===== src/rtl/shift_reg_pkg.sv =====
// Shared encodings for the universal shift register: operation modes,
// shift directions and the sequencer state codes.
package shift_reg_pkg;

    // Operation select (MODE input)
    localparam logic [2:0] MODE_SHIFT  = 3'b000;
    localparam logic [2:0] MODE_ROTATE = 3'b001;
    localparam logic [2:0] MODE_LOAD   = 3'b010;
    localparam logic [2:0] MODE_HOLD   = 3'b011;
    localparam logic [2:0] MODE_ARITH  = 3'b100;

    // Direction select (DIR input)
    localparam logic DIR_LEFT  = 1'b0;
    localparam logic DIR_RIGHT = 1'b1;

    // Sequencer states
    localparam logic [1:0] ST_IDLE = 2'b00;
    localparam logic [1:0] ST_RUN  = 2'b01;
    localparam logic [1:0] ST_FIN  = 2'b10;

    // Only the shifting modes can be repeated by the sequencer.
    function automatic logic is_seq_mode(input logic [2:0] mode);
        logic res;
        case (mode)
            MODE_SHIFT:  res = 1'b1;
            MODE_ROTATE: res = 1'b1;
            MODE_ARITH:  res = 1'b1;
            default:     res = 1'b0;
        endcase
        return res;
    endfunction

endpackage


===== src/rtl/sr_step_logic.sv =====
// Combinational single-step next value and serial-out bit for one
// shift/rotate/arithmetic/load/hold operation.
module sr_step_logic
    import shift_reg_pkg::*;
#(
    parameter int WIDTH = 8
) (
    input  logic [WIDTH-1:0] q_i,
    input  logic             s_out_i,
    input  logic [2:0]       mode_i,
    input  logic             dir_i,
    input  logic             s_in_i,
    input  logic [WIDTH-1:0] d_i,
    output logic [WIDTH-1:0] q_o,
    output logic             s_out_o
);

    // Select the next register value and the bit that falls off the end.
    always_comb begin
        q_o     = q_i;
        s_out_o = s_out_i;
        case (mode_i)
            MODE_SHIFT: begin
                if (dir_i == DIR_LEFT) begin
                    q_o     = {q_i[WIDTH-2:0], s_in_i};
                    s_out_o = q_i[WIDTH-1];
                end else begin
                    q_o     = {s_in_i, q_i[WIDTH-1:1]};
                    s_out_o = q_i[0];
                end
            end
            MODE_ROTATE: begin
                if (dir_i == DIR_LEFT) begin
                    q_o     = {q_i[WIDTH-2:0], q_i[WIDTH-1]};
                    s_out_o = q_i[WIDTH-1];
                end else begin
                    q_o     = {q_i[0], q_i[WIDTH-1:1]};
                    s_out_o = q_i[0];
                end
            end
            MODE_LOAD: begin
                q_o = d_i;
            end
            MODE_ARITH: begin
                if (dir_i == DIR_LEFT) begin
                    q_o     = {q_i[WIDTH-2:0], 1'b0};
                    s_out_o = q_i[WIDTH-1];
                end else begin
                    q_o     = {q_i[WIDTH-1], q_i[WIDTH-1:1]};
                    s_out_o = q_i[0];
                end
            end
            default: begin
                q_o     = q_i;
                s_out_o = s_out_i;
            end
        endcase
    end

endmodule


===== src/rtl/shift_reg_univ.sv =====
// Universal shift register with a small sequencer that repeats a shift,
// rotate or arithmetic step AMT times after a START request.
module shift_reg_univ
    import shift_reg_pkg::*;
#(
    parameter int WIDTH = 8,
    parameter int CNT_W = $clog2(WIDTH) + 1
) (
    input  logic             CLK,
    input  logic             RESET_L,
    input  logic             ENB,
    input  logic             DIR,
    input  logic             S_IN,
    input  logic [2:0]       MODE,
    input  logic [WIDTH-1:0] D,
    input  logic [CNT_W-1:0] AMT,
    input  logic             START,
    output logic [WIDTH-1:0] Q,
    output logic             S_OUT,
    output logic             BUSY,
    output logic             DONE
);

    localparam logic [CNT_W-1:0] CNT_ZERO = {CNT_W{1'b0}};
    localparam logic [CNT_W-1:0] CNT_ONE  = {{(CNT_W-1){1'b0}}, 1'b1};

    logic [1:0]       state_q, state_d;
    logic [CNT_W-1:0] cnt_q, cnt_d;
    logic [2:0]       mode_q, mode_d;
    logic             dir_q, dir_d;
    logic [WIDTH-1:0] q_q, q_d;
    logic             s_out_q, s_out_d;
    logic             busy_q, busy_d;
    logic             done_q, done_d;

    logic [2:0]       step_mode_s;
    logic             step_dir_s;
    logic [WIDTH-1:0] step_q_s;
    logic             step_s_out_s;

    // While sequencing, the captured operation drives the shared step logic.
    always_comb begin
        if (state_q == ST_RUN) begin
            step_mode_s = mode_q;
            step_dir_s  = dir_q;
        end else begin
            step_mode_s = MODE;
            step_dir_s  = DIR;
        end
    end

    sr_step_logic #(
        .WIDTH (WIDTH)
    ) u_step (
        .q_i     (q_q),
        .s_out_i (s_out_q),
        .mode_i  (step_mode_s),
        .dir_i   (step_dir_s),
        .s_in_i  (S_IN),
        .d_i     (D),
        .q_o     (step_q_s),
        .s_out_o (step_s_out_s)
    );

    // Sequencer next-state, step counter and data-path update.
    always_comb begin
        state_d = state_q;
        cnt_d   = cnt_q;
        mode_d  = mode_q;
        dir_d   = dir_q;
        q_d     = q_q;
        s_out_d = s_out_q;
        if (ENB) begin
            case (state_q)
                ST_IDLE: begin
                    if (START && is_seq_mode(MODE)) begin
                        mode_d = MODE;
                        dir_d  = DIR;
                        cnt_d  = AMT;
                        if (AMT == CNT_ZERO) begin
                            state_d = ST_FIN;
                        end else begin
                            state_d = ST_RUN;
                        end
                    end else begin
                        q_d     = step_q_s;
                        s_out_d = step_s_out_s;
                    end
                end
                ST_RUN: begin
                    q_d     = step_q_s;
                    s_out_d = step_s_out_s;
                    cnt_d   = cnt_q - CNT_ONE;
                    if (cnt_q == CNT_ONE) begin
                        state_d = ST_FIN;
                    end else begin
                        state_d = ST_RUN;
                    end
                end
                ST_FIN: begin
                    state_d = ST_IDLE;
                end
                default: begin
                    state_d = ST_IDLE;
                end
            endcase
        end else begin
            state_d = state_q;
        end
    end

    // Status flags are decoded from the next state so they leave a flop.
    always_comb begin
        busy_d = (state_d == ST_RUN);
        done_d = (state_d == ST_FIN);
    end

    // State registers with synchronous active-low reset.
    always_ff @(posedge CLK) begin
        if (!RESET_L) begin
            state_q <= ST_IDLE;
            cnt_q   <= CNT_ZERO;
            mode_q  <= MODE_SHIFT;
            dir_q   <= DIR_LEFT;
            q_q     <= {WIDTH{1'b0}};
            s_out_q <= 1'b0;
            busy_q  <= 1'b0;
            done_q  <= 1'b0;
        end else begin
            state_q <= state_d;
            cnt_q   <= cnt_d;
            mode_q  <= mode_d;
            dir_q   <= dir_d;
            q_q     <= q_d;
            s_out_q <= s_out_d;
            busy_q  <= busy_d;
            done_q  <= done_d;
        end
    end

    assign Q     = q_q;
    assign S_OUT = s_out_q;
    assign BUSY  = busy_q;
    assign DONE  = done_q;

endmodule

===== config.mk =====
export PLATFORM = sky130hd
export DESIGN_NAME = shift_reg_univ
export DESIGN_NICKNAME = d
export VERILOG_FILES = /design/src/rtl/shift_reg_pkg.sv /design/src/rtl/sr_step_logic.sv /design/src/rtl/shift_reg_univ.sv
export SDC_FILE = /design/constraint.sdc
export NUM_CORES = 1
export LEC_CHECK = 0
export BUFFER_PORTS_ARGS = -buffer_cell sky130_fd_sc_hd__buf_2
export CORE_AREA = 3 3 56 58
export DETAILED_ROUTE_END_ITERATION = 8
export DIE_AREA = 0 0 59 61
export MAX_ROUTING_LAYER = met4
export PLACE_DENSITY = 0.78
export SETUP_SLACK_MARGIN = 0.5
export SLEW_MARGIN = 5
export SYNTH_ARGS = -nofsm -noshare
export SYNTH_HDL_FRONTEND = slang
export SYNTH_SLANG_ARGS = --single-unit

===== constraint.sdc =====
create_clock -name CLK -period 2.3 [get_ports CLK]
set_clock_uncertainty 0.05 [all_clocks]
set_input_delay 0 -clock CLK [delete_from_list [all_inputs] [get_ports CLK]]
set_output_delay 0 -clock CLK [all_outputs]
set_load 0.005 [all_outputs]

# Word-level counts from Yosys, hierarchy flattened
# Cells that the tools add are included.
# W data, S select, Z words.
# totals
input_bits	21
output_inout_bits	11
register_bits	21
word_cells	53
# classes
add_sub_neg	1
reduce_logical	11
n_eq_ne	11
n_mux	22
# op_table
operator	count
$mux W8	4
$pmux W8 S4	1
$pmux W8 S2	1
$reduce_and A3 Y1	3
$mux W2	4
$pmux W4 S2	1
$mux W1	7
$eq A3 B1 Y1 const B	2
$eq A3 B3 Y1 const B	2
$logic_not A3 Y1	2
$reduce_or A3 Y1	2
$eq A2 B1 Y1 const B	2
$eq A4 B1 Y1 const B	1
$logic_not A4 Y1	1
$mux W4	1
$ne A2 B2 Y1 const B	2
$pmux W2 S2	1
$sub A4 B1 Y4 const B	1
$eq A3 B2 Y1 const B	1
$mux W3	1
$eq A2 B2 Y1 const B	1
$logic_not A2 Y1	1
$pmux W1 S2	1
$reduce_bool A2 Y1	1
$logic_and A1 B1 Y1	1

# Logic depth before layout (Yosys ltp)
# depth
depth_word	10
ltp_mapped	9

# Hierarchy
# Synthesis repeated with hierarchy kept, for this count alone.
# unflattened
hier_cells	168
area_unflattened_um2	1486.4
# modules_own_cells
module	area_each_um2	cells_per_inst	instances
shift_reg_univ	1061.0	112	1
sr_step_logic	425.4	56	1

# Worst setup path after synthesis
# No wires, ideal clock.
# synth_timing
path_kind	register to register
from	reg state_q[1]
to	reg q_q[1], in the netlist Q[1]
arrival_time_ps	1546
slack_ps	573
path_stages_with_launch	9
path_cell_list	dfxtp_1 nand2b_1 buf_6 mux2_2 nor2_4 buf_2 nor2_1 a21oi_1 o22ai_1
# synth_via
elab_chain_cells	6
elab_cells_between_ends	17
cone_classes	eq/ne (5); mux (8); reduce/logical (4)
# synth_lines
element	line	text
from (decl)	shift_reg_univ.sv:27	logic [1:0] state_q, state_d;
from (signal assigned)	shift_reg_univ.sv:130	state_q <= state_d;
$eq A2 B1 Y1	shift_reg_univ.sv:43, shift_reg_univ.sv:74	
$mux W3 / $mux W1 (equally long branches)	shift_reg_univ.sv:43	if (state_q == ST_RUN) begin
$eq A3 B3 Y1, or another cell as far along	sr_step_logic.sv:22	case (mode_i)
$pmux W8 S4	sr_step_logic.sv:22	
$mux W8	shift_reg_univ.sv:76	if (START && is_seq_mode(MODE)) begin
$pmux W8 S2	shift_reg_univ.sv:74	case (state_q)
to (signal assigned)	shift_reg_univ.sv:125	q_q <= {WIDTH{1'b0}};
to (signal assigned)	shift_reg_univ.sv:134	q_q <= q_d;
to (decl)	shift_reg_univ.sv:31	logic [WIDTH-1:0] q_q, q_d;
# Several ways; a longest one is shown, not always the timed one. The select of a mux whose other input is x is not followed.
# A chain may end at the register's enable or synchronous reset.

# Worst setup path after layout
# layout_timing
from	reg state_q[1]
to	reg q_q[7], in the netlist Q[7]
# The elaborated chain is that of the path after synthesis.

==> impl_results.md <==
- Initial antenna violation count: 0
- Post-DP HPWL: 2680 um
- GRT Overall Usage: between 20 and 25%
- Post-synth top area share: between 20% and 30%
- Number of synthesized register bits: 21
- Ys async rst share: 0%
- HP Class: input pin to register
- Max Slew Vio Count: 0
- Syn avg cell area: 8.29 um^2
- Post-synth EDFFs: 0
- GP Congestion: between 0.9 and 1
- Leak: about 0.83 nW
- First-pass GRT wire length: 6150 um
- Routed Antenna Nets: 0
- H-tree depth: 1
- Post-Syn Nets: about 200
- Die width: 59 um
- Share of layout cells above drive strength 1: 37.3%
- Dominant cells by area after synthesis: dfxtp_1 (29%), mux2i_1 (6.9%), nor2b_1 (5.2%), a21oi_1 (4.5%), o21ai_0 (4.5%)
- Worst EP required: 2480 ps
- Final Setup Violations: 0
- Cell Area, Synth: 0.00145 mm^2
- Distinct cells, synth: 48
- Std cell rows: 19
- Vias per cell: 6.31
- Worst Setup Start Kind: register
- RSZ-0062 raised after global routing: true
- Sequential element share of the synthesized area: 29.0%
- Area growth from synthesis to layout: 36.8%
- Mean routed wirelength per cell: roughly 19 um
- CTS Sinks: 21
- Fill count: 188
- Most instantiated cells after synthesis: dfxtp_1 (21), nand2_1 (16), a21oi_1 (13), o21ai_0 (13)
- Starting Density: 53.6%
- Die area: between 0.003 and 0.004 mm^2
- CP cell instances: nand2b_4 -> buf_12 -> mux2i_4 -> o211ai_4 -> a21boi_4 -> nor2_1 -> a211oi_1
- Total CTS buffers: 3
- Crit Path Category: register to register
- CP peak stage delay: 390 ps
- N_diodes: 0
- Clk buf depth: 2
- Slew Limit Headroom: 69.2%
- Final min period: between 1500 and 2000 ps
- Iteration-0 DRC Markers: 136
- Total gr overflow: 0
- Mapped Cells: 175
- Final WL: 4750 um
- Yosys Warn Count: 0
- Die height: a little over 60 um
- Insertion delay to the later sink of the worst-skew pair: roughly 310 ps
- CP Buf/Inv Count: 1
- Vias in the first global route: around 1300
- Routed via count: ~1600
- Top Ports: 32
- Delay-heaviest family, CP: compound AO/OA/AOI/OAI gates
- Most common cell in the netlist: dfxtp_1
- CTS root buf: clkbuf_4
- Worst-margin pin slew: roughly 460 ps
- Fin crit share: between 80% and 90%
- Peak supply drop: slightly below 0.4 mV
- Core Area: 0.00271 mm^2
- CTS tree: built
- Largest net degree at the start of global routing: 21
- Power density of the placed cells: 416 mW/mm^2
- FMAX: 541 MHz
- Final net count: 244
- Setup TNS: 0 ps
- Cell accounting for the most synthesized area: dfxtp_1
- Crit path DAT: 2030 ps
- Post-Route Utilization: roughly three quarters
- Synth Flop Type: dfxtp_1
- Final Hold Viols: 0
- CTS clk-pin slew, worst paths: 120 ps
- IO buf count: 31
- Max Cap Viol: 0
- Crit. End Element: register
- Pre-Repair DR Iteration Count: 5
- Slowest-stage cell, CP: dfxtp_4
- Crit-path max FO: 7
- Residual DRC: 0
- Status: finished, final reports clean
-- cell type report --
cell class / count / area (um^2) / area share (%)
Tap cell: 31 / 38.8 / 1.95
Sequential cell: 21 / 429 / 21.6
Clock inverter: 1 / 5.00 / 0.252
Inverter: 2 / 7.51 / 0.378
Clock buffer: 3 / 22.5 / 1.13
Timing Repair Buffer: 54 / 420 / 21.2
Multi-Input combinational cell: 139 / 1060 / 53.5
-- metrics by stage --
| stage | area, um^2 | setup slack, ps | cells | power (mW) | hold slack (ps) |
|---|---|---|---|---|---|
| after floorplan | 1450 | 573 | 175 | 0.521 | 115 |
| after global placement | 1600 | 345 | 227 | 0.565 | 255 |
| after detailed placement | 1600 | 246 | 227 | 0.572 | 251 |
| after CTS | 1760 | 517 | 243 | 0.770 | 10.9 |
| after global routing | 1990 | 328 | 251 | 0.864 | 8.74 |
| final | 1990 | 451 | 251 | 0.827 | 7.67 |
-- sequential cells by signal, summed over array words and instances, names as in the netlist --
| signal | count |
|---|---|
| BUSY | 1 |
| DONE | 1 |
| Q | 8 |
| S_OUT | 1 |
| cnt_q | 4 |
| dir_q | 1 |
| mode_q | 3 |
| state_q | 2 |
-- cell families after synthesis --
group           after synthesis  share of synthesized area, %
fa+ha+maj                     2                          1.72
mux                          14                          11.6
buf+inv                      15                          5.09
simple gates                 70                          27.6
compound gates               50                          23.3
flops                        21                          29.0
xor+xnor                      3                          1.81
-- metal layers --
layer  up-vias  track usage [%]  wire length, um
met5         -                -                0
met2        95             36.6             2380
li1        721                -                -
met3        21             3.19              362
met1       747             29.6             1840
met4         0             9.39              161
-- report_power, final --
part | switching [mW] | internal (mW)
clock | 0.122 | 0.0651
sequential | 0.0174 | 0.375
combinational | 0.126 | 0.122
-- what timing repair did --
action,4_1_cts,5_1_grt
endpoints found under the hold margin,7,0
resized for setup,5,27
pin swaps,2,11
buffers inserted,5,7
gates cloned,0,1
hold buffers,7,0
setup endpoints to repair,9,7
-- layout by cell type (no fill, tap or decap), types with 5 or more instances in the layout --
cell | netlist | final
buf_4 | 1 | 9
dlygate4sd3_1 | 0 | 7
o21ai_0 | 13 | 13
nor2b_1 | 12 | 11
nand2_1 | 16 | 16
and2_1 | 6 | 6
a21oi_2 | 0 | 8
dfxtp_1 | 21 | 18
buf_2 | 5 | 31
a21oi_1 | 13 | 5
nor2_1 | 12 | 12
mux2i_1 | 10 | 10
-- path summary, 6_finish.rpt --
| kind | depth (start not counted) | from | to | slack, ps |
|---|---|---|---|---|
| worst max register to register | 7 | state_q[1]$_SDFF_PN0_ | Q[7]$_SDFFE_PN0P_ | 450 |
| worst min register to register | 2 | mode_q[1]$_SDFFE_PN0P_ | mode_q[1]$_SDFFE_PN0P_ | 490 |
| worst max-delay path | 7 | state_q[1]$_SDFF_PN0_ | Q[7]$_SDFFE_PN0P_ | 450 |
| worst min-delay path | 3 | DIR | dir_q$_SDFFE_PN0P_ | 8 |
-- tightest hold or removal path: stages --
cell     delay [ps]
buf_2           140
mux2i_1         140
nor2b_1          60
Note: power is estimated with default switching activity, not from simulation.
